$ cat src/rtl/pc_gen_pkg.sv
// ============================================================================
// pc_gen_pkg : shared EX redirect-select encodings for the fetch PC generator
// Rev 1.0
// ============================================================================
`default_nettype none

package pc_gen_pkg;

  localparam logic [1:0] SEL_SEQ  = 2'b00;
  localparam logic [1:0] SEL_NT_T = 2'b01;
  localparam logic [1:0] SEL_JUMP = 2'b10;
  localparam logic [1:0] SEL_T_NT = 2'b11;

endpackage : pc_gen_pkg

`default_nettype wire

$ cat src/rtl/ras_stack.sv
// ============================================================================
// ras_stack : circular return-address stack with saturating count, zero-latency top
// Rev 1.0
// ============================================================================
`default_nettype none

module ras_stack
  import pc_gen_pkg::*;
#(
  parameter int XLEN  = 32,
  parameter int DEPTH = 4
) (
  input  logic            clk,
  input  logic            reset,
  input  logic            push_i,
  input  logic            pop_i,
  input  logic [XLEN-1:0] data_i,
  output logic [XLEN-1:0] top_o,
  output logic            empty_o,
  output logic            overflow_o
);

  localparam int          PW   = $clog2(DEPTH);
  localparam logic [PW:0] FULL = (PW+1)'(DEPTH);

  logic [XLEN-1:0] mem_q [DEPTH];
  logic [PW-1:0]   ptr_q, ptr_d, top_idx, wr_idx;
  logic [PW:0]     cnt_q, cnt_d;
  logic            ovf_q, ovf_d, wr_en;

  // ptr_q names the next free slot, so the top lives one below it
  assign top_idx    = ptr_q - PW'(1);
  assign top_o      = mem_q[top_idx];
  assign empty_o    = (cnt_q == '0);
  assign overflow_o = ovf_q;

  always_comb begin
    ptr_d  = ptr_q;
    cnt_d  = cnt_q;
    ovf_d  = ovf_q;
    wr_en  = 1'b0;
    wr_idx = ptr_q;
    if (push_i && (!pop_i || empty_o)) begin
      wr_en = 1'b1;
      ptr_d = ptr_q + PW'(1);
      if (cnt_q == FULL) ovf_d = 1'b1;
      else               cnt_d = cnt_q + (PW+1)'(1);
    end else if (push_i && pop_i) begin
      wr_en  = 1'b1;
      wr_idx = top_idx;
    end else if (pop_i && !empty_o) begin
      ptr_d = top_idx;
      cnt_d = cnt_q - (PW+1)'(1);
    end
  end

  always_ff @(posedge clk) begin
    if (reset) begin
      ptr_q <= '0;
      cnt_q <= '0;
      ovf_q <= 1'b0;
    end else begin
      ptr_q <= ptr_d;
      cnt_q <= cnt_d;
      ovf_q <= ovf_d;
    end
  end

  always_ff @(posedge clk) begin
    if (!reset && wr_en) mem_q[wr_idx] <= data_i;
  end

endmodule : ras_stack

`default_nettype wire

$ cat src/rtl/pc_gen_if_stage.sv
// ============================================================================
// pc_gen_if_stage : fetch PC register and prioritised next-PC selection
// Rev 1.0
// ============================================================================
`default_nettype none

module pc_gen_if_stage
  import pc_gen_pkg::*;
#(
  parameter int              XLEN         = 32,
  parameter logic [XLEN-1:0] RESET_VECTOR = 32'h0000_0000,
  parameter int              RAS_DEPTH    = 4
) (
  input  logic            clk,
  input  logic            reset,
  input  logic            stall_IF,
  input  logic [1:0]      PC_adder_mux_select,
  input  logic            jump_flag_EX_in,
  input  logic [XLEN-1:0] PC_plus_offset_from_EX,
  input  logic [XLEN-1:0] ALU_out,
  input  logic [XLEN-1:0] PC_EX,
  input  logic            pred_taken_IF,
  input  logic [XLEN-1:0] pred_target_IF,
  input  logic            call_IF,
  input  logic            ret_IF,
  output logic [XLEN-1:0] PC_out,
  output logic [XLEN-1:0] PC_next,
  output logic            redirect_EX,
  output logic            illegal_sel,
  output logic            ras_empty,
  output logic            ras_overflow
);

  logic [XLEN-1:0] pc_q, pc_d, pc_plus4, ras_top;
  logic            advance;

  assign pc_plus4 = pc_q + XLEN'(4);
  assign advance  = !stall_IF && !redirect_EX;
  assign PC_out   = pc_q;
  assign PC_next  = pc_d;

  always_comb begin
    pc_d        = pc_plus4;
    redirect_EX = 1'b0;
    illegal_sel = 1'b0;
    case (PC_adder_mux_select)
      SEL_NT_T: begin
        pc_d        = PC_plus_offset_from_EX;
        redirect_EX = 1'b1;
      end
      SEL_JUMP: begin
        if (jump_flag_EX_in) begin
          pc_d        = ALU_out & ~XLEN'(1);
          redirect_EX = 1'b1;
        end else begin
          illegal_sel = 1'b1;
        end
      end
      SEL_T_NT: begin
        pc_d        = PC_EX + XLEN'(4);
        redirect_EX = 1'b1;
      end
      default: ;
    endcase
    if (!redirect_EX) begin
      if (ret_IF && !ras_empty) pc_d = ras_top;
      else if (pred_taken_IF)   pc_d = pred_target_IF;
    end
  end

  // EX redirects must land even while fetch is stalled
  always_ff @(posedge clk) begin
    if (reset)                        pc_q <= RESET_VECTOR;
    else if (!stall_IF || redirect_EX) pc_q <= pc_d;
  end

  ras_stack #(
    .XLEN  (XLEN),
    .DEPTH (RAS_DEPTH)
  ) u_ras (
    .clk        (clk),
    .reset      (reset),
    .push_i     (advance && call_IF),
    .pop_i      (advance && ret_IF),
    .data_i     (pc_plus4),
    .top_o      (ras_top),
    .empty_o    (ras_empty),
    .overflow_o (ras_overflow)
  );

endmodule : pc_gen_if_stage

`default_nettype wire

$ cat config.mk
export PLATFORM = sky130hd
export DESIGN_NAME = pc_gen_if_stage
export DESIGN_NICKNAME = d
export VERILOG_FILES = /design/src/rtl/pc_gen_pkg.sv /design/src/rtl/ras_stack.sv /design/src/rtl/pc_gen_if_stage.sv
export SDC_FILE = /design/constraint.sdc
export NUM_CORES = 1
export LEC_CHECK = 0
export CAP_MARGIN = 20
export CORE_UTILIZATION = 40
export DETAILED_ROUTE_END_ITERATION = 8
export GPL_TIMING_DRIVEN = 0
export PLACE_DENSITY = 0.68
export SLEW_MARGIN = 20
export SYNTH_ARGS = -nofsm -noshare
export SYNTH_HDL_FRONTEND = slang
export SYNTH_HIERARCHICAL = 1
export SYNTH_SLANG_ARGS = --single-unit
$ cat constraint.sdc
create_clock -name clk -period 11.33 [get_ports clk]
set_input_delay 2.266 -clock clk [delete_from_list [all_inputs] [get_ports clk]]
set_output_delay 2.266 -clock clk [all_outputs]
set_load 0.03 [all_outputs]
* Word level (Yosys, flattened, before mapping) *
Memory sizes are Yosys's and may differ from the RTL's.
Index checks and enable logic that the tools add are counted.

operators by class
  add/sub/neg operators = 6
  equal/unequal tests = 6
  mux-type cells = 22
  reductions and logical operators = 21

operators with widths
  operator                                          number
  2-to-1 mux 32 bit                                 4
  one-hot mux 32 bit (3 select lines)               1
  adder 32 x 3 -> 32 bit, second input constant     2
  2-to-1 mux 3 bit                                  4
  2-to-1 mux 2 bit                                  5
  logical AND 1 bit                                 8
  2-to-1 mux 1 bit                                  7
  zero test 1 bit                                   5
  == test 2 bit, second input constant              2
  AND reduction 2 bit                               2
  adder 3 x 1 -> 3 bit, second input constant       1
  == test 3 bit, second input constant              1
  zero test 3 bit                                   1
  AND reduction 3 bit                               1
  subtractor 3 x 1 -> 3 bit, second input constant  1
  adder 2 x 1 -> 2 bit, second input constant       1
  == test 2 x 1 -> 1 bit, second input constant     1
  logical OR 1 bit                                  2
  != test 2 x 1 -> 1 bit, second input constant     1
  != test 2 bit, second input constant              1
  one-hot mux 1 bit (2 select lines)                1
  nonzero test 2 bit                                1
  OR reduction 2 bit                                1
  subtractor 2 x 1 -> 2 bit, second input constant  1

storage, ports and cells
  bits in registers = 38
  memory bits (writable) = 128
  input port bits = 137
  logic and storage cells = 60
  memories = 1

memories
  name         depth  width  rd ports  clocked after Yosys merged registers in  wr ports  line             text
  u_ras.mem_q  4      32     1         0                                        1         ras_stack.sv:26  logic [XLEN-1:0] mem_q [DEPTH];

* Logic depth before layout (Yosys ltp) *
Gate-level depths: netlist (run 1).

  depth after elaboration = 13
  mapped depth = 14
  mapped depth without buffers = 9

* Modules after synthesis *
The synthesis (run 1) kept the hierarchy.

modules (own cells, without submodules)
  module           times used  cells each  area each (µm²)  sequential area each (µm²)
  ras_stack        1           231         5,096.1          3,963.8
  pc_gen_if_stage  1           657         4,371.7          640.6

* Worst setup path after synthesis (run 1) *
OpenSTA, ideal clock, no wires.

  path type = input port to flip-flop
  start = in PC_adder_mux_select[1]
  end = mem u_ras.mem_q[0][0] (enable)
  setup time = 0.468 ns
  arrival = 6.400 ns
  required time = 10.862 ns
  slack = 4.462 ns
  stages on the path = 11
  path through = buf_2 > and2_1 > clkbuf_1 > nor2_1 > buf_2 > clkbuf_1 > and3_1 > buf_6 > o31a_2 > xnor2_2 > nor3b_1

on the way
  cells in the longest elaborated chain, start to end = 13

RTL lines
  item                                                            line                   text
  start: declaration                                              pc_gen_if_stage.sv:17  input logic [1:0] PC_adder_mux_select,
  == test 2 bit / == test 2 x 1 -> 1 bit (equally long branches)  pc_gen_if_stage.sv:46  case (PC_adder_mux_select)
  OR reduction 2 bit (no source line)                             -
  one-hot mux 1 bit (2 select lines) *                            pc_gen_if_stage.sv:46
  zero test 1 bit *                                               -
  logical AND 1 bit *                                             pc_gen_if_stage.sv:38  assign advance = !stall_IF && !redirect_EX;
  logical AND 1 bit                                               pc_gen_if_stage.sv:84  .pop_i (advance && ret_IF),
  zero test 1 bit                                                 ras_stack.sv:43        if (push_i && (!pop_i || empty_o)) begin
  logical OR 1 bit                                                ras_stack.sv:43
  logical AND 1 bit                                               ras_stack.sv:43
  2-to-1 mux 1 bit                                                ras_stack.sv:43
  logical AND 1 bit                                               ras_stack.sv:70        if (!reset && wr_en) mem_q[wr_idx] <= data_i;
  2-to-1 mux 1 bit                                                ras_stack.sv:70
  2-to-1 mux 1 bit (implied by the code)                          ras_stack.sv:70
  end: declaration                                                ras_stack.sv:26

Every way passes the cells marked *; elsewhere a longest branch is shown, timed or not.

* Worst setup path in the final report (run 1) *
  start = in ret_IF
  end = out PC_next[27]

on the way
  cells in the longest elaborated chain, start to end = 3

RTL lines
  item                line                   text
  start: declaration  pc_gen_if_stage.sv:25  input logic ret_IF,
  logical AND 1 bit   pc_gen_if_stage.sv:66  if (ret_IF && !ras_empty) pc_d = ras_top;
  2-to-1 mux 32 bit   pc_gen_if_stage.sv:66
  2-to-1 mux 32 bit   pc_gen_if_stage.sv:65  if (!redirect_EX) begin
  end: declaration    pc_gen_if_stage.sv:27  output logic [XLEN-1:0] PC_next,

No other way between the ends.

==> key figures, run 1 <==
Outcome
  • Status: finished, final reports clean

Synth
  • Dominant cells by area after synthesis: edfxtp_1, dfxtp_1, mux4_2
  • Main flop type after synthesis: edfxtp_1
  • Count of state elements after synthesis: 166
  • Number of synthesized flops with an enable pin: 128
  • Cell variety after synth: 81
  • Yosys warning count: 6
  • Net Count, Synth: 1028
  • Cells after Synth: 888
  • Mean Syn Cell Area: 10.7 µm²
  • Register area share after synthesis: 0.486
  • Ys async rst share: 0
  • Synth area leader: edfxtp_1
  • Mapped Area: 9470 µm²
  • Yosys top cell area share: 0.406

STA
  • Rel. slew slack: 0.351
  • Final setup viols: 0
  • Final Skew: 13.4 ps
  • Tightest Pin Transition: 973 ps
  • Period minus WS final: 8350 ps
  • Fmax: 0.120 GHz
  • RSZ-0062 raised after global routing: no
  • Final worst path period share: 0.737
  • Sum Neg Setup Slack: 0 ps
  • Endpoints failing hold: 0
  • Final Max Tran Viols: 0
  • Hold WS: 489 ps

Floorplanning
  • Cell row count: 55
  • Die Ht: 156 µm
  • Core area: 22900 µm²
  • Die area: 24300 µm²
  • Io pins: 205
  • Initial Util: 0.413
  • Die X: 156 µm

Run
  • Max cap viols: 0

GRT
  • Gr ovfl total: 0
  • First-pass GRT wire length: 53200 µm
  • Initial antenna violation count: 0
  • GRT Total Usage: 0.304
  • Largest net degree at the start of global routing: 18
  • Number of global-route vias before repair: 8596

Route
  • DR WL/cell: 25.7 µm
  • Total number of vias: 9003
  • Initial drt markers: 1167
  • DRT Wirelength: 37000 µm
  • Vias/cell: 6.24
  • First-pass detailed-route iteration total: 6
  • Antenna-violating nets left: 0
  • DR DRC count: 0

Critical path
  • CP peak stage delay: 760 ps
  • CP Capture Type: primary output
  • Worst path required time: 9060 ps
  • Crit path arrival time: 6080 ps
  • Crit path launch type: primary input
  • Crit Path Class: primary input to primary output
  • Max stage delay cell, worst path: clkbuf_1
  • Worst R2R Path Depth: 10
  • CP Max Fanout: 10
  • CP Cell Sequence: clkdlybuf4s50_1 -> nor2b_1 -> clkbuf_1 -> clkbuf_1 -> buf_2 -> nand2_1 -> nand2_1 -> o21ai_0 -> a32oi_1 -> clkdlybuf4s50_1

Clocking
  • Root buffer cell: clkbuf_16
  • Clock slew at reported path FFs: 70 ps
  • Clk_lat worst skew: 440 ps
  • Post-CTS Repair Setup Buffers: 0
  • CTS Buf Count: 17
  • Post-cts resize count: 0
  • CTS tree: yes
  • CTS Sinks: 166
  • Htree depth: 4
  • Hold buffers post-CTS: 0
  • Clock buffer depth: 2

Placement
  • Gp weighted congestion: 0.979
  • DP Cell Count: 1410
  • IO Port Bufs: 200
  • Hpwl dp: 27700 µm

Layout
  • Area grow syn2layout: 33.2%
  • # diodes: 0
  • Final net count: 1256
  • Share of layout cells above drive strength 1: 0.115
  • Non-filler cells, final: 1442
  • Fill cell count: 2003

Worst hold path
  • Tightest Hold Check Type: flop to flop
  • Hold path depth: 2

Pwr
  • Tot Pwr: 1600 µW
  • Max IR drop VDD: 77.0 µV
  • Leak: 0.00432 µW
  • Power per cell area: 127 nW/µm²
-- through the flow --
| stage | area, µm² | worst slack (ps) | util |
|---|---|---|---|
| after CTS | 12600 | 3160 | 0.550 |
| final | 12600 | 2980 | 0.550 |
| after floorplan | 9470 | 4460 | - |
| after global routing | 12600 | 2940 | 0.550 |
| after global placement | 11900 | 978 | 0.518 |
| after detailed placement | 12100 | 3180 | 0.526 |
-- synth_stat cells, types with 15 or more instances --
master    count
nand3_1      47
o21ai_0      55
nand2_1     104
nor2_1       49
or3_1        20
mux4_2       32
xor2_1       18
clkbuf_1     33
dfxtp_1      38
inv_1        25
buf_2        15
xnor2_1      29
edfxtp_1    128
nand4_1      18
a21oi_1      48
-- worst max-delay path: cells and delay by family --
family          cells  cell delay [ps]
buf+inv             5             3000
compound gates      2              490
simple gates        3              320
-- cell type report --
| type | count | area [µm²] | area share |
|---|---|---|---|
| timing repair buffer | 209 | 2170 | 0.172 |
| clock buffer | 18 | 429 | 0.0340 |
| inverter | 26 | 97.6 | 0.00774 |
| multi-input combinational | 634 | 4490 | 0.356 |
| tap | 313 | 392 | 0.0311 |
| clock inverter | 14 | 116 | 0.00923 |
| buffer | 62 | 308 | 0.0244 |
| sequential | 166 | 4600 | 0.365 |
-- cells in the final DEF, fill, tap and decap left out, types with 12 or more instances in the layout --
master,instances
a21oi_1,46
buf_2,15
buf_4,12
clkbuf_1,34
clkbuf_16,17
clkdlybuf4s50_1,200
dfxtp_1,38
edfxtp_1,128
inv_1,25
mux4_2,32
nand2_1,104
nand3_1,47
nand4_1,18
nor2_1,49
nor3_1,12
o21ai_0,55
or3_1,20
xnor2_1,29
xor2_1,18
-- per-layer routing --
layer	GRT usage	vias to the layer above	routed length [µm]
met2	0.466	613	16900
met3	0.0761	114	4140
met4	0.142	0	1640
met1	0.403	4394	14400
li1	-	3882	-
met5	0	-	0
-- power by group --
| part | total [µW] | switching [µW] | internal [µW] |
|---|---|---|---|
| Clock | 551 | 265 | 287 |
| Combinational | 353 | 207 | 146 |
| Sequential | 698 | 22.6 | 675 |
-- kinds of logic (layout without fill, tap and decap cells) --
family	count (synthesis)	after routing	synth area share
AOI/OAI and AO/OA	217	217	0.155
muxes	41	41	0.0866
xor gates and xnor gates	48	48	0.0452
and+or+nand+nor	325	325	0.179
adders and majority gates	3	3	0.00476
DFF	166	166	0.486
buffers and inverters	88	329	0.0428
-- state kept, by name (all words and copies together), names as in the netlist --
| register | cells |
|---|---|
| u_ras/ptr_q | 2 |
| u_ras/overflow_o | 1 |
| PC_out | 32 |
| u_ras/cnt_q | 3 |
| u_ras/mem_q | 128 |
-- final timing paths --
check	start	endpoint	slack, ps
setup reg to reg	u_ras/cnt_q[0]$_SDFFE_PP0P_	PC_out[24]$_SDFFE_PP0P_	8010
hold reg to reg	u_ras/overflow_o$_SDFFE_PP0P_	u_ras/overflow_o$_SDFFE_PP0P_	490
setup / recovery	ret_IF	PC_next[27]	2980
hold / removal	u_ras/overflow_o$_SDFFE_PP0P_	u_ras/overflow_o$_SDFFE_PP0P_	490
Power figures use the tool's default switching activity.
==> run 2: changes to the inputs <==
==> constraint.sdc (replaced) <==
create_clock -name clk -period 8.77 [get_ports clk]
set_input_delay 1.754 -clock clk [delete_from_list [all_inputs] [get_ports clk]]
set_output_delay 1.754 -clock clk [all_outputs]
set_load 0.03 [all_outputs]
==> results of run 2 <==
Same layout as run 1 (identical final DEF). Status: finished, final reports clean.
Among the figures that moved: setup slack after placement 3180 ps -> 1640 ps; setup slack after layout 2980 ps -> 1440 ps; register-to-register setup slack 8010 ps -> 5450 ps; total power 1600 µW -> 2070 µW; worst IR drop on VDD 77.0 µV -> 99.4 µV
==> run 3: changes to the inputs <==
--- a/config.mk
+++ b/config.mk
@@ -9,7 +9,7 @@
 export CORE_UTILIZATION = 40
 export DETAILED_ROUTE_END_ITERATION = 8
 export GPL_TIMING_DRIVEN = 0
-export PLACE_DENSITY = 0.68
+export PLACE_DENSITY = 0.71
 export SLEW_MARGIN = 20
 export SYNTH_ARGS = -nofsm -noshare
 export SYNTH_HDL_FRONTEND = slang
==> constraint.sdc (replaced) <==
create_clock -name clk -period 6.5 [get_ports clk]
set_input_delay 1.3 -clock clk [delete_from_list [all_inputs] [get_ports clk]]
set_output_delay 1.3 -clock clk [all_outputs]
set_load 0.03 [all_outputs]
==> run 3 against run 2 <==
Non-clock buffer count did not move. Wire length is essentially flat. Via count grew 0.76%. Power up 38%. Combinational power grew 34%. Sequential cell count did not move. Worst setup slack got worse by 1400 ps. Clock skew up 1.4 ps. Sequential power increased by 35%. Final cell count is the same. Clock-buffer cell count rose by 1. Critical path type unchanged. Largest cell class unchanged. Largest power group unchanged.
==> key figures, run 3 (synthesis gave the netlist of run 1 again) <==
Floorplanning
  • Io pins: 205 (unchanged)
  • Initial Util: 0.413 (unchanged)
  • Cell row count: 55 (unchanged)
  • Core area: 22900 µm² (unchanged)
  • Die area: 24300 µm² (unchanged)
  • Die X: 156 µm (unchanged)
  • Die Ht: 156 µm (unchanged)

Route
  • Initial drt markers: 1214 (was 1167)
  • Antenna-violating nets left: 0 (unchanged)
  • First-pass detailed-route iteration total: 6 (unchanged)
  • Total number of vias: 9071 (was 9003)
  • Vias/cell: 6.29 (was 6.24)
  • DRT Wirelength: 37000 µm (about the same)
  • DR WL/cell: 25.7 µm (about the same)
  • DR DRC count: 0 (unchanged)

Critical path
  • Crit path from: PC_EX[2] (was ret_IF)
  • End of the critical path: PC_next[20] (was PC_next[27])
  • Crit path launch type: primary input (unchanged)
  • CP Capture Type: primary output (unchanged)
  • Reg2Reg Setup Slack: 3200 ps (was 5450 ps)
  • Reg2reg start: u_ras/cnt_q[0]$_SDFFE_PP0P_ (unchanged)
  • Worst path required time: 5200 ps (was 7020 ps)
  • Worst R2R Path Depth: 10 (unchanged)
  • CP Max Fanout: 5 (was 10)
  • Reg-to-reg endpoint: PC_out[0]$_SDFFE_PP0P_ (was PC_out[24]$_SDFFE_PP0P_)
  • Crit path arrival time: 5120 ps (was 5570 ps)
  • Crit Path Class: primary input to primary output (unchanged)

STA
  • Tightest Pin Transition: 961 ps (was 973 ps)
  • Final Skew: 14.8 ps (was 13.4 ps)
  • Final setup viols: 0 (unchanged)
  • Endpoints failing hold: 0 (unchanged)
  • RSZ-0062 raised after global routing: no (unchanged)
  • Final Max Tran Viols: 0 (unchanged)
  • Fmax: 0.156 GHz
  • Rel. slew slack: 0.359 (was 0.351)
  • Final worst path period share: 0.988
  • Period minus WS final: 6420 ps

Layout
  • Most common cell after layout, fill and taps aside: clkdlybuf4s50_1 (unchanged)
  • # diodes: 0 (unchanged)
  • Multi-input logic area: 4490 µm² (unchanged)
  • Non-filler cells, final: 1442 (unchanged)
  • Fill cell count: 1981 (was 2003)
  • Top reg by flops: u_ras/mem_q (unchanged)
  • Max reg flops: 128 (unchanged)
  • Final net count: 1256 (unchanged)
  • Area grow syn2layout: 33.5% (was 33.2%)
  • Most frequent cells in the layout: clkdlybuf4s50_1, edfxtp_1, nand2_1, o21ai_0, nor2_1 (unchanged)
  • Share of layout cells above drive strength 1: 0.114 (was 0.115)
  • Final core utilization: 0.552 (was 0.550)
  • Register area: 4600 µm² (unchanged)

Pwr
  • Max IR drop VDD: 155 µV (was 99.4 µV)
  • Leak: 0.00432 µW (about the same)
  • Power per cell area: 226 nW/µm² (was 164 nW/µm²)
  • Comb pwr share: 0.215 (was 0.220)
  • Sequential fraction of design power: 0.426 (was 0.436)
  • Clock power frac: 0.359 (was 0.344)
  • Sw frac: 0.298 (was 0.308)
  • Internal power: 2000 µW (was 1430 µW)
  • Psw: 851 µW (was 638 µW)

Clocking
  • Post-CTS Repair Setup Buffers: 0 (unchanged)
  • Hold buffers post-CTS: 0 (unchanged)
  • Clock slew at reported path FFs: 70 ps (about the same)
  • Clk_lat worst skew: 440 ps (about the same)
  • CTS Buf Count: 17 (unchanged)
  • Root buffer cell: clkbuf_16 (unchanged)
  • Clock buffer depth: 2 (unchanged)
  • CTS tree: yes (unchanged)
  • CTS Sinks: 166 (unchanged)
  • Htree depth: 4 (unchanged)
  • Post-cts resize count: 0 (unchanged)

Outcome
  • Status: finished, final reports clean (unchanged)

GRT
  • GRT Total Usage: 0.306 (was 0.304)
  • First-pass GRT wire length: 53700 µm (was 53200 µm)
  • Number of global-route vias before repair: 8656 (was 8596)
  • Largest net degree at the start of global routing: 26 (was 18)
  • Gr ovfl total: 0 (unchanged)
  • Initial antenna violation count: 0 (unchanged)

Placement
  • DP Cell Count: 1410 (unchanged)
  • Gp weighted congestion: 0.985 (was 0.979)
  • Hpwl dp: 27700 µm (about the same)
  • IO Port Bufs: 200 (unchanged)

Worst hold path
  • Hold_sp: u_ras/overflow_o$_SDFFE_PP0P_ (unchanged)
  • Tightest Hold Check Type: flop to flop (unchanged)

Run
  • Max cap viols: 0 (unchanged)
## run 3: cell count changes in the layout (fill, tap and decap cells not counted), sizes merged
cell      change
clkbuf        +1
bufinv        +2
inv           -5
clkinvlp      +2
## run 3: critical path, stage by stage
cell             delay (ps)
clkdlybuf4s50_1         550
ha_1                    260
nand4_1                 180
nor3_1                  680
nand3_1                 190
xnor2_1                 160
a222oi_1                740
o21ai_0                 370
clkdlybuf4s50_1         690
## run 3: cell type report
| type | instances | area share |
|---|---|---|
| clock inverters | 13 | 0.0120 |
| inverters | 26 | 0.00772 |
| flip-flops and latches | 166 | 0.364 |
| clock buffers | 19 | 0.0343 |
| multi-input cells | 634 | 0.355 |
| plain buffers | 62 | 0.0244 |
| repair buffers | 209 | 0.171 |
| well taps | 313 | 0.0310 |
## run 3: layer usage
layer / share of wire / GRT usage
met1: 0.38 / 0.413
met4: 0.039 / 0.136
met5: 0 / 0
met3: 0.12 / 0.0717
met2: 0.46 / 0.468
## run 3: worst min path at each step
| stage | end | slack (ps) | cells after the start |
|---|---|---|---|
| floorplan | PC_out[0]$_SDFFE_PP0P_ | 480 | 2 |
| global placement | u_ras/overflow_o$_SDFFE_PP0P_ | 470 | 2 |
| detailed placement | u_ras/overflow_o$_SDFFE_PP0P_ | 480 | 2 |
| CTS | u_ras/overflow_o$_SDFFE_PP0P_ | 500 | 2 |
| global route | u_ras/overflow_o$_SDFFE_PP0P_ | 540 | 2 |
| finish | u_ras/overflow_o$_SDFFE_PP0P_ | 490 | 2 |
## run 3: power by group through the flow
stage / Clock [µW] / Combinational [µW] / Sequential (µW)
floorplan: 0 / 279 / 1260
global placement: 0 / 593 / 1240
detailed placement: 0 / 599 / 1240
CTS: 1030 / 603 / 1210
global route: 1070 / 642 / 1220
finish: 1030 / 613 / 1220
## run 3: per-stage QoR
stage / hold slack (ps) / total power [µW] / instance area [µm²] / worst slack (ps) / setup TNS (ps)
2_1_floorplan: 483 / 1540 / 9470 / 598 / 0
3_3_place_gp: 468 / 1830 / 11900 / -2900 / -179610
3_5_place_dp: 477 / 1840 / 12100 / 158 / 0
4_1_cts: 496 / 2840 / 12600 / 149 / 0
5_1_grt: 539 / 2930 / 12600 / 51.4 / 0
6_report: 491 / 2850 / 12600 / 78.0 / 0
==> variant 1: new RTL, config.mk and constraints of run 1 <==
`XLEN` is set to 32 in 2 places; all go to 64.
--- a/src/rtl/ras_stack.sv
+++ b/src/rtl/ras_stack.sv
@@ -7,7 +7,7 @@
 module ras_stack
   import pc_gen_pkg::*;
 #(
-  parameter int XLEN  = 32,
+  parameter int XLEN  = 64,
   parameter int DEPTH = 4
 ) (
   input  logic            clk,
--- a/src/rtl/pc_gen_if_stage.sv
+++ b/src/rtl/pc_gen_if_stage.sv
@@ -7,7 +7,7 @@
 module pc_gen_if_stage
   import pc_gen_pkg::*;
 #(
-  parameter int              XLEN         = 32,
+  parameter int              XLEN         = 64,
   parameter logic [XLEN-1:0] RESET_VECTOR = 32'h0000_0000,
   parameter int              RAS_DEPTH    = 4
 ) (
Interface: changed (6 resized); port bits go from 205 to 397. No check against the original RTL was run, so the function may have changed too.
==> variant 1 against run 1 <==
  * Cell area increased by 95%
  * Non-clock buffer count increased by 272
  * Total power increased by 100%
  * Core utilization decreased by 0.91 points
  * Synthesized area increased by 95%
  * Critical endpoint is now PC_next[40]
  * Sequential cell count increased by 160
  * Global-route usage increased by 9.7 points
  * Setup slack got worse by 1.8 ns
  * Maximum frequency decreased by 17%
  * Synthesized cell count increased by 95%
  * Sequential share of layout area increased by 0.41 points
  * Via count increased by 110%
  * Routed wire length increased to 2.6 times the old value
  * Register-to-register slack got worse by 0.78 ns
==> variant 1: results (changes against run 1) <==
status:
  status: "finished clean"  # unchanged
setup_path:
  startpoint: "PC_adder_mux_select[1]"  # was ret_IF
  reg2reg_to: "PC_out[21]"  # was PC_out[24]
  regToRegSetupSlack_ns: 7.23  # was 8.01 ns
  crit_arrival_ns: 7.84  # was 6.08 ns
  worst_r2r_path_depth: 10  # unchanged
  endpoint: "PC_next[40]"  # was PC_next[27]
layout:
  largest_reg_flops: 256  # was 128
  layout.nets: 2448  # was 1256
  fin_cells: 2808  # was 1442
  fill_cells: 4091  # was 2003
  drive_gt1_share_pct: 9.43  # was 11.5%
  top_register: "u_ras/mem_q"  # unchanged
global_route:
  antenna_found_initial: 6  # was 0
  grt_pass1_vias: 18122  # was 8596
  grt_max_degree: 35  # was 18
  grtUsageTotal_pct: 40.1  # was 30.4%
  grt_pass1_wl_mm: 132  # was 53.2 mm
sta:
  tightest_slew_ns: 1.32  # was 0.973 ns
  fin_skew_ns: 0.0171  # was 0.0134 ns
placed_design:
  place_area_mm2: 0.0235  # was 0.0121 mm^2
  dp_cells: 2741  # was 1410
  io_buffers: 393  # was 200
  place.gp.congestion: 1.05  # was 0.979
  post-dp-hpwl_mm: 70.6  # was 27.7 mm
synth:
  ys_top_cells_by_count: "edfxtp_1 (256), nor2_1 (137), nand2_1 (130)"  # was edfxtp_1 (128), nand2_1 (104), o21ai_0 (55)
  synth_enable_flop_cells: 256  # was 128
  syn-num-nets: 1998  # was 1028
  synth-seq-area-share_pct: 49.3  # was 48.6%
  ys_types: 82  # was 81
  ys_top_cells_by_area: "edfxtp_1 (42%), mux4_2 (7.8%), dfxtp_1 (7.6%)"  # was edfxtp_1 (41%), dfxtp_1 (8.0%), mux4_2 (7.6%)
  ys_warn_count: 6  # unchanged
  synthArstFlopShare_pct: 0  # unchanged
  avgSynthCellArea_um2: 10.7  # about the same
power_and_ir_drop:
  irDropWorstVdd_mv: 0.0871  # was 0.0770 mV
  p_leak_nw: 8.14  # was 4.32 nW
run:
  drv_cap: 0  # unchanged
drt:
  num_vias: 19003  # was 9003
  post_drt_wl_per_cell_um: 34.2  # was 25.7 um
  first_pass_iters: 7  # was 6
  first_iter_violations: 3346  # was 1167
clocking:
  cts_max_path_buffers: 3  # was 2
  cts_buffers: 36  # was 17
  worstSkewPairLatency_ns: 0.56  # was 0.44 ns
  htree_levels: 2  # was 4
worst_hold_path:
  hold_class: "reg -> reg"  # unchanged
  hold_depth: 2  # unchanged
[variant 1: cell count changes in the layout (fill, tap and decap cells not counted), moves of 32 or more]
cell and change:
a21oi_1 +46, clkbuf_1 +67, clkdlybuf4s50_1 +193, dfxtp_1 +32, edfxtp_1 +128, mux4_2 +32, nand3_1 +47, nand3b_1 +43
nor2_1 +87, o21ai_0 +38
[variant 1: metrics by stage]
stage          setup WS, ns  setup TNS, ns
6_report               1.23              0
5_1_grt                1.44              0
4_1_cts                1.57              0
3_5_place_dp           1.60              0
3_3_place_gp          -5.23        -588.27
2_1_floorplan          2.05              0
[variant 1: how the worst min path moves through the flow]
stage	endpoint	slack, ns	from
2_1_floorplan	PC_out[0]	0.48	PC_out[0]
3_3_place_gp	u_ras/overflow_o	0.48	u_ras/overflow_o
3_5_place_dp	u_ras/overflow_o	0.48	u_ras/overflow_o
4_1_cts	u_ras/overflow_o	0.50	u_ras/overflow_o
5_1_grt	u_ras/overflow_o	0.52	u_ras/overflow_o
6_report	u_ras/overflow_o	0.48	u_ras/overflow_o
[variant 1: routing by layer]
layer / GRT usage [%] / routed length, um / up-vias
li1: - / - / 7634
met1: 50.4 / 33900 / 9168
met2: 59.1 / 40700 / 1822
met3: 14.9 / 15100 / 373
met4: 22.9 / 6270 / 6
met5: 1.15 / 96 / -
[variant 1: report_power, final]
part	switching (W)	internal [W]
Clock	0.000508	0.000651
Sequential	0.0000512	0.00133
Combinational	0.000443	0.000280
[variant 1: critical path, cell delays in order]
cell,delay (ns)
clkdlybuf4s50_1,0.69
and2_1,0.27
clkbuf_1,0.30
nor2_1,0.97
clkbuf_1,0.78
clkbuf_1,0.93
o21ai_1,0.17
a22oi_1,0.63
clkdlybuf4s50_1,0.80
[variant 1: kinds of logic (layout without fill, tap and decap cells)]
logic type	count (synthesis)	in the layout	synth area share, %
flops	326	326	49.3
fa+ha+maj	4	4	0.312
other cells	0	3	0
mux	83	83	8.87
compound gates	429	429	15.7
xor+xnor	85	85	4.08
buf+inv	166	642	3.67
simple gates	636	636	18.1
[variant 1: layout make-up]
cell class | count | area, um^2 | share of cell area [%]
well taps | 600 | 751 | 3.05
inverters | 35 | 131 | 0.534
flip-flops and latches | 326 | 9090 | 36.9
diodes | 3 | 7.51 | 0.0305
clock buffers | 52 | 981 | 3.99
repair buffers | 412 | 4240 | 17.2
plain buffers | 131 | 556 | 2.26
multi-input cells | 1237 | 8720 | 35.4
clock inverters | 12 | 130 | 0.529
==> variant 2: new RTL, config.mk and constraints of run 1 <==
Without the edit above. Register the output `redirect_EX`, cleared by the reset; this adds one clock of latency there. The other outputs are not delayed to match.
--- a/src/rtl/pc_gen_if_stage.sv
+++ b/src/rtl/pc_gen_if_stage.sv
@@ -31,38 +31,40 @@
   output logic            ras_overflow
 );
 
+  logic redirect_EX_d;
+
   logic [XLEN-1:0] pc_q, pc_d, pc_plus4, ras_top;
   logic            advance;
 
   assign pc_plus4 = pc_q + XLEN'(4);
-  assign advance  = !stall_IF && !redirect_EX;
+  assign advance  = !stall_IF && !redirect_EX_d;
   assign PC_out   = pc_q;
   assign PC_next  = pc_d;
 
   always_comb begin
     pc_d        = pc_plus4;
-    redirect_EX = 1'b0;
+    redirect_EX_d = 1'b0;
     illegal_sel = 1'b0;
     case (PC_adder_mux_select)
       SEL_NT_T: begin
         pc_d        = PC_plus_offset_from_EX;
-        redirect_EX = 1'b1;
+        redirect_EX_d = 1'b1;
       end
       SEL_JUMP: begin
         if (jump_flag_EX_in) begin
           pc_d        = ALU_out & ~XLEN'(1);
-          redirect_EX = 1'b1;
+          redirect_EX_d = 1'b1;
         end else begin
           illegal_sel = 1'b1;
         end
       end
       SEL_T_NT: begin
         pc_d        = PC_EX + XLEN'(4);
-        redirect_EX = 1'b1;
+        redirect_EX_d = 1'b1;
       end
       default: ;
     endcase
-    if (!redirect_EX) begin
+    if (!redirect_EX_d) begin
       if (ret_IF && !ras_empty) pc_d = ras_top;
       else if (pred_taken_IF)   pc_d = pred_target_IF;
     end
@@ -71,7 +73,7 @@
   // EX redirects must land even while fetch is stalled
   always_ff @(posedge clk) begin
     if (reset)                        pc_q <= RESET_VECTOR;
-    else if (!stall_IF || redirect_EX) pc_q <= pc_d;
+    else if (!stall_IF || redirect_EX_d) pc_q <= pc_d;
   end
 
   ras_stack #(
@@ -88,6 +90,14 @@
     .overflow_o (ras_overflow)
   );
 
+  always_ff @(posedge clk) begin
+    if (reset) begin
+      redirect_EX <= '0;
+    end else begin
+      redirect_EX <= redirect_EX_d;
+    end
+  end
+
 endmodule : pc_gen_if_stage
 
 `default_nettype wire
Behaviour: not the same (a bounded check fails within 4 cycles, from zero or initial values and one cycle with reset high).
==> variant 2 against run 1 <==
  * Total power is 3.6% higher
  * Count of clock-buffer cells in the layout is 2 higher
  * Sequential cell count is 1 higher
  * Cell area is 2.2% higher
  * Non-clock buffer count is 4 higher
  * Clock power is 7.3% higher
  * Via count is 5.4% higher
  * Synthesized cell count is 6.4% higher
  * Critical endpoint is now PC_next[24]
  * Setup slack worse by 0.32 ns
  * Clock skew is 0.0018 ns higher
  * Routed wire length is 7.6% higher
  * Synthesized area is 2.7% higher
==> variant 2: results (changes against run 1) <==
clocking:
  cts_root_buf: "clkbuf_16"  # unchanged
  ctsResizeCount: 0  # unchanged
  path_clk_slew_ns: 0.06
  worstSkewPairLatency_ns: 0.45
  postCtsSetupBuffers: 0  # unchanged
  cts_max_path_buffers: 2  # unchanged
  ctsHoldBuffers: 0  # unchanged
  htree_levels: 4  # unchanged
  cts_buffers: 17  # unchanged
drt:
  first_pass_iters: 5  # was 6
  num_vias: 9492  # was 9003
  post_drt_wl_per_cell_um: 26.5  # was 25.7 um
  first_iter_violations: 1347  # was 1167
synth:
  ys_top_cells_by_area: "edfxtp_1 (40%), dfxtp_1 (8.0%), mux4_2 (7.4%)"  # was edfxtp_1 (41%), dfxtp_1 (8.0%), mux4_2 (7.6%)
  yosys.area.top_type: "edfxtp_1"  # unchanged
  synthArstFlopShare_pct: 0  # unchanged
  ys.flop_type: "edfxtp_1"  # unchanged
  ys_types: 77  # was 81
  syn-num-nets: 1085  # was 1028
  synth_enable_flop_cells: 128  # unchanged
  ys_top_cells_by_count: "edfxtp_1 (128), nand2_1 (87), nor2_1 (66)"  # was edfxtp_1 (128), nand2_1 (104), o21ai_0 (55)
  ys_warn_count: 6  # unchanged
  synth-seq-area-share_pct: 47.5  # was 48.6%
placed_design:
  place.gp.congestion: 0.977  # was 0.979
  io_buffers: 201  # was 200
  post-dp-hpwl_mm: 29.6  # was 27.7 mm
layout:
  diodes: 0  # unchanged
  fill_cells: 2106  # was 2003
  layout.nets: 1313  # was 1256
  drive_gt1_share_pct: 9.70  # was 11.5%
  top_register: "u_ras/mem_q"  # unchanged
  largest_reg_flops: 128  # unchanged
global_route:
  grt_pass1_wl_mm: 56.7  # was 53.2 mm
  antenna_found_initial: 0  # unchanged
  grt_max_degree: 20  # was 18
  grt_pass1_vias: 8998  # was 8596
  grtUsageTotal_pct: 32.0  # was 30.4%
setup_path:
  crit_arrival_ns: 6.41  # was 6.08 ns
  cp_max_fo: 10  # unchanged
status:
  status: "finished clean"  # unchanged
sta:
  slew_violations: 0  # unchanged
  fin_skew_ns: 0.0152  # was 0.0134 ns
  tightest_slew_ns: 0.912  # was 0.973 ns
worst_hold_path:
  hold_class: "reg -> reg"  # unchanged
power_and_ir_drop:
  p_leak_nw: 4.34  # was 4.32 nW
  switching_power_w: 0.000497  # was 0.000494 W
  irDropWorstVdd_mv: 0.0983  # was 0.0770 mV
-- variant 2: changes by cell type after synthesis, moves of 6 or more --
cell,delta
nand2_1,-17
nand3_1,-17
nor2_1,+17
nor3_1,+14
a21oi_1,+13
and3_1,+11
clkbuf_1,+11
a31oi_1,+9
xnor2_1,-9
o31ai_1,+8
a222oi_1,-7
a221oi_1,+6
a22o_1,-6
or3_1,+6
-- variant 2: path summary, 6_finish.rpt --
kind,cells past startpoint,end,slack (ns),start
worst max-delay path,10,PC_next[24],2.65,ret_IF
worst min-delay path,2,u_ras/overflow_o,0.48,u_ras/overflow_o
worst max register to register,10,PC_out[26],7.84,u_ras/cnt_q[0]
worst min register to register,2,u_ras/overflow_o,0.48,u_ras/overflow_o
-- variant 2: power by group through the flow --
stage          Sequential, W  Combinational (W)  Clock (W)
2_1_floorplan       0.000728           0.000163          0
3_3_place_gp        0.000715           0.000353          0
3_5_place_dp        0.000715           0.000356          0
4_1_cts             0.000702           0.000359   0.000592
5_1_grt             0.000704           0.000382   0.000613
6_report            0.000703           0.000365   0.000591
-- variant 2: layout make-up --
cell class / instances / area (um^2) / share of cell area [%]
Timing Repair Buffer: 209 / 2130 / 16.6
Tap cell: 319 / 399 / 3.10
Inverter: 23 / 86.3 / 0.670
Sequential cell: 167 / 4620 / 35.9
Multi-Input combinational cell: 689 / 4760 / 36.9
Buffer: 66 / 290 / 2.25
Clock buffer: 20 / 447 / 3.47
Clock inverter: 12 / 144 / 1.12
-- variant 2: logic make-up after synthesis --
| logic type | share of synthesized area [%] |
|---|---|
| and+or+nand+nor | 18.8 |
| AOI/OAI and AO/OA | 16.7 |
| DFF | 47.5 |
| buffers and inverters | 3.87 |
| xor gates and xnor gates | 4.04 |
| muxes | 8.61 |
| adders and majority gates | 0.463 |
-- variant 2: layer usage --
metal	track usage, %	share of wire (%)	up-vias
met1	41.5	39	4575
li1	-	-	4114
met5	0	0	-
met4	16.7	4.7	0
met3	7.66	12	118
met2	49.7	44	685
-- variant 2: per-stage QoR --
stage / hold slack, ns / setup WS (ns) / std cells / instance area, um^2 / total power (W)
global placement: 0.461 / 0.940 / 1465 / 12100 / 0.00107
detailed placement: 0.468 / 2.81 / 1472 / 12300 / 0.00107
global route: 0.539 / 2.59 / 1505 / 12900 / 0.00170
floorplan: 0.483 / 4.83 / 945 / 9730 / 0.000892
finish: 0.483 / 2.65 / 1505 / 12900 / 0.00166
CTS: 0.486 / 2.78 / 1504 / 12900 / 0.00165
-- variant 2: worst max-delay path, stage by stage --
cell and delay [ns]:
clkdlybuf4s50_1 0.52, nor2b_1 0.33, clkbuf_1 0.58, clkbuf_1 0.67, buf_1 0.60, nand2_1 0.11
nand2_1 0.11, nor2_1 0.06, o31ai_1 0.38, clkdlybuf4s50_1 0.76
